## src/rtl/exwm_pipe.sv

```systemverilog
// exwm_pipe: single-stage execute unit with a registered output slot.
// ALU ops complete in one cycle; MUL/MULHU run on an iterative shift-add
// engine that consumes one multiplier bit per cycle.
module exwm_pipe #(
    parameter int XLEN   = 32,
    parameter int MUL_EN = 1
) (
    input  logic            CLK,
    input  logic            rst_n,
    input  logic            flush,
    input  logic            in_valid,
    output logic            in_ready,
    input  logic [3:0]      in_op,
    input  logic [XLEN-1:0] in_a,
    input  logic [XLEN-1:0] in_b,
    input  logic [4:0]      in_rd,
    input  logic            in_rwe,
    output logic            out_valid,
    input  logic            out_ready,
    output logic [XLEN-1:0] out_res,
    output logic [4:0]      out_rd,
    output logic            out_rwe,
    output logic            out_slt,
    output logic            out_sltu,
    output logic            out_zero,
    output logic            busy
);

    localparam int SHW = $clog2(XLEN);

    typedef enum logic {
        S_IDLE,
        S_MUL
    } state_t;

    state_t            r_state;
    state_t            w_state_nxt;

    logic              r_out_valid;
    logic [XLEN-1:0]   r_out_res;
    logic [4:0]        r_out_rd;
    logic              r_out_rwe;
    logic              r_out_slt;
    logic              r_out_sltu;
    logic              r_out_zero;

    logic [XLEN-1:0]   r_mcand;
    logic [XLEN-1:0]   r_hi;
    logic [XLEN-1:0]   r_lo;
    logic [SHW-1:0]    r_cnt;
    logic              r_mulhu;

    logic              w_accept;
    logic              w_is_mul;
    logic              w_slt;
    logic              w_sltu;
    logic [SHW-1:0]    w_shamt;
    logic [XLEN-1:0]   w_alu;
    logic [XLEN:0]     w_sum;
    logic [XLEN-1:0]   w_lo_nxt;

    assign in_ready  = !flush && (r_state != S_MUL) && (!r_out_valid || out_ready);
    assign w_accept  = in_valid && in_ready;
    assign w_is_mul  = (MUL_EN != 0) && ((in_op == 4'd10) || (in_op == 4'd11));
    assign w_slt     = $signed(in_a) < $signed(in_b);
    assign w_sltu    = in_a < in_b;
    assign w_shamt   = in_b[SHW-1:0];

    // Partial-product step: add multiplicand when the current multiplier bit
    // is set, then shift {carry, hi, lo} right by one.
    assign w_sum     = {1'b0, r_hi} + (r_lo[0] ? {1'b0, r_mcand} : '0);
    assign w_lo_nxt  = {w_sum[0], r_lo[XLEN-1:1]};

    assign out_valid = r_out_valid;
    assign out_res   = r_out_res;
    assign out_rd    = r_out_rd;
    assign out_rwe   = r_out_rwe;
    assign out_slt   = r_out_slt;
    assign out_sltu  = r_out_sltu;
    assign out_zero  = r_out_zero;
    assign busy      = (r_state == S_MUL);

    // Single-cycle ALU result; unsupported or reserved opcodes yield zero.
    always_comb begin
        w_alu = '0;
        case (in_op)
            4'd0:    w_alu = in_a + in_b;
            4'd1:    w_alu = in_a - in_b;
            4'd2:    w_alu = in_a << w_shamt;
            4'd3:    w_alu = in_a >> w_shamt;
            4'd4:    w_alu = $unsigned($signed(in_a) >>> w_shamt);
            4'd5:    w_alu = in_a & in_b;
            4'd6:    w_alu = in_a | in_b;
            4'd7:    w_alu = in_a ^ in_b;
            4'd8:    w_alu = {{(XLEN-1){1'b0}}, w_slt};
            4'd9:    w_alu = {{(XLEN-1){1'b0}}, w_sltu};
            default: w_alu = '0;
        endcase
    end

    // State register for the multiply sequencer.
    always_ff @(posedge CLK or negedge rst_n) begin
        if (!rst_n) r_state <= S_IDLE;
        else        r_state <= w_state_nxt;
    end

    // Next state: flush aborts; MUL runs until the bit counter hits zero.
    always_comb begin
        w_state_nxt = r_state;
        if (flush) begin
            w_state_nxt = S_IDLE;
        end else begin
            case (r_state)
                S_IDLE:  if (w_accept && w_is_mul) w_state_nxt = S_MUL;
                S_MUL:   if (r_cnt == '0) w_state_nxt = S_IDLE;
                default: w_state_nxt = S_IDLE;
            endcase
        end
    end

    // Output slot and multiply datapath.
    always_ff @(posedge CLK or negedge rst_n) begin
        if (!rst_n) begin
            r_out_valid <= 1'b0;
            r_out_res   <= '0;
            r_out_rd    <= '0;
            r_out_rwe   <= 1'b0;
            r_out_slt   <= 1'b0;
            r_out_sltu  <= 1'b0;
            r_out_zero  <= 1'b0;
            r_mcand     <= '0;
            r_hi        <= '0;
            r_lo        <= '0;
            r_cnt       <= '0;
            r_mulhu     <= 1'b0;
        end else if (flush) begin
            r_out_valid <= 1'b0;
        end else begin
            // A consumed result is cleared unless replaced below in the same cycle.
            if (r_out_valid && out_ready) r_out_valid <= 1'b0;
            if (r_state == S_MUL) begin
                r_hi  <= w_sum[XLEN:1];
                r_lo  <= w_lo_nxt;
                r_cnt <= r_cnt - 1'b1;
                if (r_cnt == '0) begin
                    r_out_valid <= 1'b1;
                    r_out_res   <= r_mulhu ? w_sum[XLEN:1] : w_lo_nxt;
                end
            end else if (w_accept) begin
                r_out_rd   <= in_rd;
                r_out_rwe  <= in_rwe;
                r_out_slt  <= w_slt;
                r_out_sltu <= w_sltu;
                r_out_zero <= (in_a == in_b);
                if (w_is_mul) begin
                    r_mcand <= in_a;
                    r_lo    <= in_b;
                    r_hi    <= '0;
                    r_cnt   <= SHW'(XLEN - 1);
                    r_mulhu <= in_op[0];
                end else begin
                    r_out_valid <= 1'b1;
                    r_out_res   <= w_alu;
                end
            end
        end
    end

endmodule

```

## config.mk

```make
export PLATFORM = sky130hd
export DESIGN_NAME = exwm_pipe
export DESIGN_NICKNAME = d
export VERILOG_FILES = /design/src/rtl/exwm_pipe.sv
export SDC_FILE = /design/constraint.sdc
export NUM_CORES = 1
export LEC_CHECK = 0
export CORE_MARGIN = 3
export CORE_UTILIZATION = 55
export CTS_CLUSTER_DIAMETER = 200
export CTS_CLUSTER_SIZE = 28
export DETAILED_ROUTE_END_ITERATION = 6
export PLACE_DENSITY_LB_ADDON = 0.3
export RECOVER_POWER = 100
export SLEW_MARGIN = 25
export SYNTH_ARGS = -nofsm -noshare
export SYNTH_HDL_FRONTEND = slang
export SYNTH_SLANG_ARGS = --single-unit
```

## constraint.sdc

```tcl
create_clock -name CLK -period 3 [get_ports CLK]
set_clock_uncertainty 0.05 [all_clocks]
set_input_delay 0.9 -clock CLK [delete_from_list [all_inputs] [get_ports CLK]]
set_output_delay 0.9 -clock CLK [all_outputs]
set_load 0.05 [all_outputs]
```

==> impl_metrics.csv, run 1 <==
group,metric,value,unit
die,die_x,179,um
global_route,grt_overflow_total,60,
clock_tree,cts_sinks,145,
die,initial_core_util,56.6,%
placed_design,dp_slack,-1.40,ns
clock_tree,hold_buffers,0,
clock_tree,htreeDepth,4,
global_route,grt.total_usage,79.6,%
synth,synth_ff_type,"dfrtp_1",
synth,synthSimpleGateAreaFrac,18.2,%
sta,worst_path_end_type,"sequential cell input",
synth,async_flop_share,100,%
synth,synth_compound_area_share,28.2,%
synth,avgSynthCellArea,7.73,um^2
synth,syn-cell-area,0.0165,mm^2
synth,yosys_warnings,0,
synth,syn_inst,2129,
die,rows,62,
synth,syn_nets,2344,
synth,ys_seq_area_share,22.0,%
die,die_h,179,um
synth,ys_seq_elements,145,
synth,synth.distinct_cells,88,
status,status,"aborted with a tool error",
global_route,grt_max_degree,84,
placed_design,io_buffers,122,
synth,synth_mux_area_share,11.6,%
synth,synth_top_family_by_area,"compound AO/OA/AOI/OAI gates",
synth,synthXorXnorAreaFrac,2.71,%
synth,synthAdderAreaFrac,10.5,%
clock_tree,cts-buffers-inserted,17,
clock_tree,clock_path_buffers,2,
placed_design,gp_congestion,1.08,
die,io_pins,123,
clock_tree,root_buffer,"clkbuf_16",
status,toolErrorMsg,"[ERROR GRT-0232] Routing congestion too high. Check the congestion heatmap in the GUI.",
sta,worst_endpoint,"out_res[29]$_DFFE_PN0P_/D",
status,lastStage,"global routing",
synth,synth_edf_count,0,
placed_design,place_hpwl,58500,um
[through the flow]
stage | hold slack, ns | cells | cell area [um^2] | util (%) | TNS [ns]
detailed placement | 0.415 | 3094 | 22400 | 77.1 | -56.27
global placement | 0.405 | 3094 | 22400 | 77.1 | -51.82
CTS | 0.350 | 3208 | 25500 | 87.5 | -10.01
floorplan | 0.392 | 2129 | 16800 | - | -6.75
[repair_timing]
action	4_1_cts
hold endpoints to repair	0
cloned	7
endpoints found under the setup margin	54
gates resized for setup	486
setup buffers	77
pin swaps	167
[metal layers]
layer  global-route usage (%)  overflow
met5                     40.1         0
met4                     79.3        28
met3                     67.5         1
met2                     93.7        30
met1                     78.7         1
[synthesized netlist by cell type, types with 11 or more instances]
library cell | count | area (um^2)
o21a_1 | 11 | 82.6
a31oi_1 | 19 | 119
xnor2_1 | 40 | 350
a22oi_1 | 31 | 233
nor2_1 | 233 | 875
o21ai_0 | 186 | 931
mux2_2 | 31 | 349
o211ai_1 | 33 | 248
xor2_1 | 11 | 96.3
nor3_1 | 37 | 185
nand3_1 | 33 | 165
a222oi_1 | 13 | 130
mux2i_1 | 92 | 921
o31ai_1 | 16 | 120
nand2_1 | 210 | 788
a221oi_1 | 23 | 201
dfrtp_1 | 145 | 3630
nand2b_1 | 13 | 81.3
clkbuf_1 | 113 | 424
and3_1 | 18 | 113
and2_1 | 38 | 238
a21oi_1 | 161 | 806
nor2b_1 | 11 | 68.8
buf_1 | 12 | 45.0
a22o_1 | 28 | 245
a21o_1 | 26 | 195
mux4_2 | 25 | 563
inv_1 | 118 | 443
o22ai_1 | 12 | 75.1
buf_2 | 21 | 105
a211oi_1 | 40 | 300
nor4_1 | 19 | 119
ha_1 | 133 | 1660
[kinds of logic after synthesis]
family / Yosys count
muxes: 152
xor gates and xnor gates: 51
and+or+nand+nor: 662
AOI/OAI and AO/OA: 707
adders and majority gates: 136
DFF: 145
buffers and inverters: 276
==> inputs of run 2 (changes only) <==
--- a/config.mk
+++ b/config.mk
@@ -6,11 +6,9 @@
 export NUM_CORES = 1
 export LEC_CHECK = 0
 export CORE_MARGIN = 3
-export CORE_UTILIZATION = 55
-export CTS_CLUSTER_DIAMETER = 200
-export CTS_CLUSTER_SIZE = 28
+export CORE_UTILIZATION = 40
 export DETAILED_ROUTE_END_ITERATION = 6
-export PLACE_DENSITY_LB_ADDON = 0.3
+export PLACE_DENSITY_LB_ADDON = 0.15
 export RECOVER_POWER = 100
 export SLEW_MARGIN = 25
 export SYNTH_ARGS = -nofsm -noshare
==> constraint.sdc (replaced) <==
create_clock -name CLK -period 3.9 [get_ports CLK]
set_clock_uncertainty 0.05 [all_clocks]
set_input_delay 1.17 -clock CLK [delete_from_list [all_inputs] [get_ports CLK]]
set_output_delay 1.17 -clock CLK [all_outputs]
set_load 0.05 [all_outputs]
==> impl_metrics.csv, run 2 <==
group,metric,value,unit
placed_design,dpl_cell_area,0.0223,mm^2
sta,worst_slew_pin_slew,1.65,ns
synth,ys_seq_elements,145,
synth,synth_ff_type,"dfrtp_1",
synth,synth.area.top_cells,"dfrtp_1 22%, ha_1 10%, o21ai_0 5.7%, mux2i_1 5.6%, nor2_1 5.3%",
clock_tree,clk_pin_slew,0.07,ns
sta,hold_viol,0,
synth,syn-cell-area,0.0165,mm^2
sta,fin_crit_sh,99.3,%
critical_path,critical_path.cell_chain,"clkdlybuf4s50_1, nor2b_1, nand3b_1, buf_4, nor2_1, buf_4, a21oi_1, a211oi_2, buf_4, nand2_1, a31oi_1, buf_4, a21oi_1, o21ai_0",
critical_path,cpMaxStageDelayCell,"clkdlybuf4s50_1",
synth,synth_edf_count,0,
synth,synth.distinct_cells,88,
critical_path,crit_top_cell,"buf_4",
synth,async_flop_share,100,%
die,io_pins,123,
critical_path,critPathKind,"primary input to flop",
finish,mostFrequentLayoutCells,"584 x buf_4, 228 x nor2_1, 208 x nand2_1, 177 x o21ai_0, 152 x a21oi_1",
critical_path,max_stage_delay,0.64,ns
critical_path,rrSetupSlack,0.17,ns
synth,yosys_warnings,0,
finish,nets,2934,
status,status,"finished, violations left",
finish,layout-drive-gt1-share,30.5,%
sta,setup_viol,0,
finish,layout_commonest_cell,"buf_4",
sta,setup_ws,0.0269,ns
clock_tree,hold_buffers,0,
power,peakVddDrop,0.000257,V
power,p_int,4.25,mW
power,power.clock.fraction,22.8,%
synth,synth_top_area_share,22.0,%
synth,avgSynthCellArea,7.73,um^2
critical_path,worstSetupStartpointType,"primary input",
die,rows,73,
global_route,grt_pass1_wl,120000,um
clock_tree,cts_tree,"yes",
placed_design,place_hpwl,66500,um
finish,stdcell_area,0.0235,mm^2
clock_tree,cts_sinks,145,
sta,min_period,3.87,ns
synth,syn_inst,2129,
routing,dr.pass1.iters,6,
critical_path,crit_buf_inv,5,
status,violations,"max-capacitance violations, max-slew violations",
finish,syn_to_final_growth,42.7,%
synth,yosys.cell_count.top_type,"nor2_1",
power,netSwitchingFraction,42.0,%
synth,synth_area_leader_cell,"dfrtp_1",
clock_tree,root_buffer,"clkbuf_16",
die,die_area,0.0436,mm^2
die,core,0.0402,mm^2
placed_design,gp_congestion,1.01,
routing,vias,19594,
clock_tree,clock_latency,0.44,ns
critical_path,crit_required,4.20,ns
routing,viasPerCell,6.02,
synth,ys_seq_area_share,22.0,%
routing,drt-total-wl,81400,um
power,pwr-share-seq,28.2,%
run,maxCapViolCount,2,
clock_tree,cts-buffers-inserted,17,
clock_tree,clock_path_buffers,2,
synth,syn_nets,2344,
power,p_switching,3.08,mW
sta,rsz0062_at_grt,"true",
synth,synth_common_cells,"233 x nor2_1, 210 x nand2_1, 186 x o21ai_0, 161 x a21oi_1, 145 x dfrtp_1",
routing,remaining_drc_errors,0,
power,p_leak,11.1,nW
global_route,grt.total_usage,36.1,%
critical_path,endpoint_kind,"flop",
routing,avgRoutedWirePerCell,25.0,um
sta,finalMaxSlewViolations,80,
critical_path,critPathArrivalTime,4.18,ns
global_route,grt_max_degree,83,
global_route,grt_overflow_total,0,
sta,slew_headroom,-10.3,%
power,power.density,312,mW/mm^2
critical_path,path_max_fanout,3,
die,die_h,209,um
sta,fmax,0.258,GHz
placed_design,dp_slack,-0.854,ns
clock_tree,htreeDepth,4,
global_route,grt_antenna_before_repair,2,
placed_design,io_buffers,122,
routing,drt_iter0_markers,2226,
die,initial_core_util,41.0,%
finish,antennaDiodeCount,0,
global_route,grt_pass1_vias,19024,
die,die_x,209,um
power,p_comb_share,49.1,%
min_path,min_path_type,"flop to flop",
critical_path,path_delay_family,"buffers and inverters",
routing,ant_nets,0,
[run 2: cell counts after synthesis]
Identical to the previous run, type by type.
[run 2: kinds of logic after synthesis]
kind of cell | after synthesis | synth area share (%)
AOI/OAI and AO/OA | 707 | 28.2
xor gates and xnor gates | 51 | 2.71
adders and majority gates | 136 | 10.5
buffers and inverters | 276 | 6.75
DFF | 145 | 22.0
muxes | 152 | 11.6
and+or+nand+nor | 662 | 18.2
[run 2: through the flow]
step	util [%]	setup TNS [ns]	instances	power, mW	hold slack, ns
after floorplan	-	-0.0457	2129	3.91	0.392
after global placement	55.6	-19.31	3219	5.50	0.404
after detailed placement	55.6	-19.18	3219	5.55	0.413
after CTS	57.8	-0.0256	3253	7.26	0.427
after global routing	58.5	-2.82	3257	7.67	0.449
final	58.5	0	3257	7.32	0.425
[run 2: final cells by class]
cell class	count	area (um^2)
flip-flops and latches	145	3630
clock buffers	17	425
well taps	525	657
multi-input cells	1708	12400
repair buffers	725	5770
clock inverters	15	165
fillers	3779	16700
inverters	122	469
[run 2: worst paths after layout]
check	start	endpoint	cells past startpoint
max in group asynchronous	rst_n	r_lo[26]	2
hold reg to reg	r_mcand[19]	r_mcand[19]	2
hold / removal	r_mcand[19]	r_mcand[19]	2
setup reg to reg	r_lo[0]	out_res[30]	13
min in group asynchronous	rst_n	r_hi[7]	1
setup / recovery	in_op[2]	out_res[4]	14
[run 2: layer usage]
metal | wire [um] | track usage [%]
met4 | 2660 | 10.7
met2 | 35100 | 54.9
met1 | 36800 | 52.8
met3 | 6870 | 5.49
met5 | 0 | 0
[run 2: tightest hold or removal path, cell delays in order, from the launching register on]
cell     delay [ns]
dfrtp_1        0.34
nand2_1        0.05
o21ai_0        0.06
[run 2: power by group through the flow]
stage	combinational (mW)	sequential, mW	clock [mW]
2_1_floorplan	1.60	2.31	0
3_3_place_gp	3.42	2.07	0
3_5_place_dp	3.46	2.09	0
4_1_cts	3.52	2.06	1.68
5_1_grt	3.84	2.10	1.74
6_report	3.59	2.06	1.67
[run 2: timing repair]
| action | in CTS | in global routing |
|---|---|---|
| endpoints found under the setup margin | 25 | 28 |
| resized for setup | 83 | 89 |
| pin swaps | 14 | 33 |
| setup buffers | 2 | 5 |
Power figures use the tool's default switching activity.
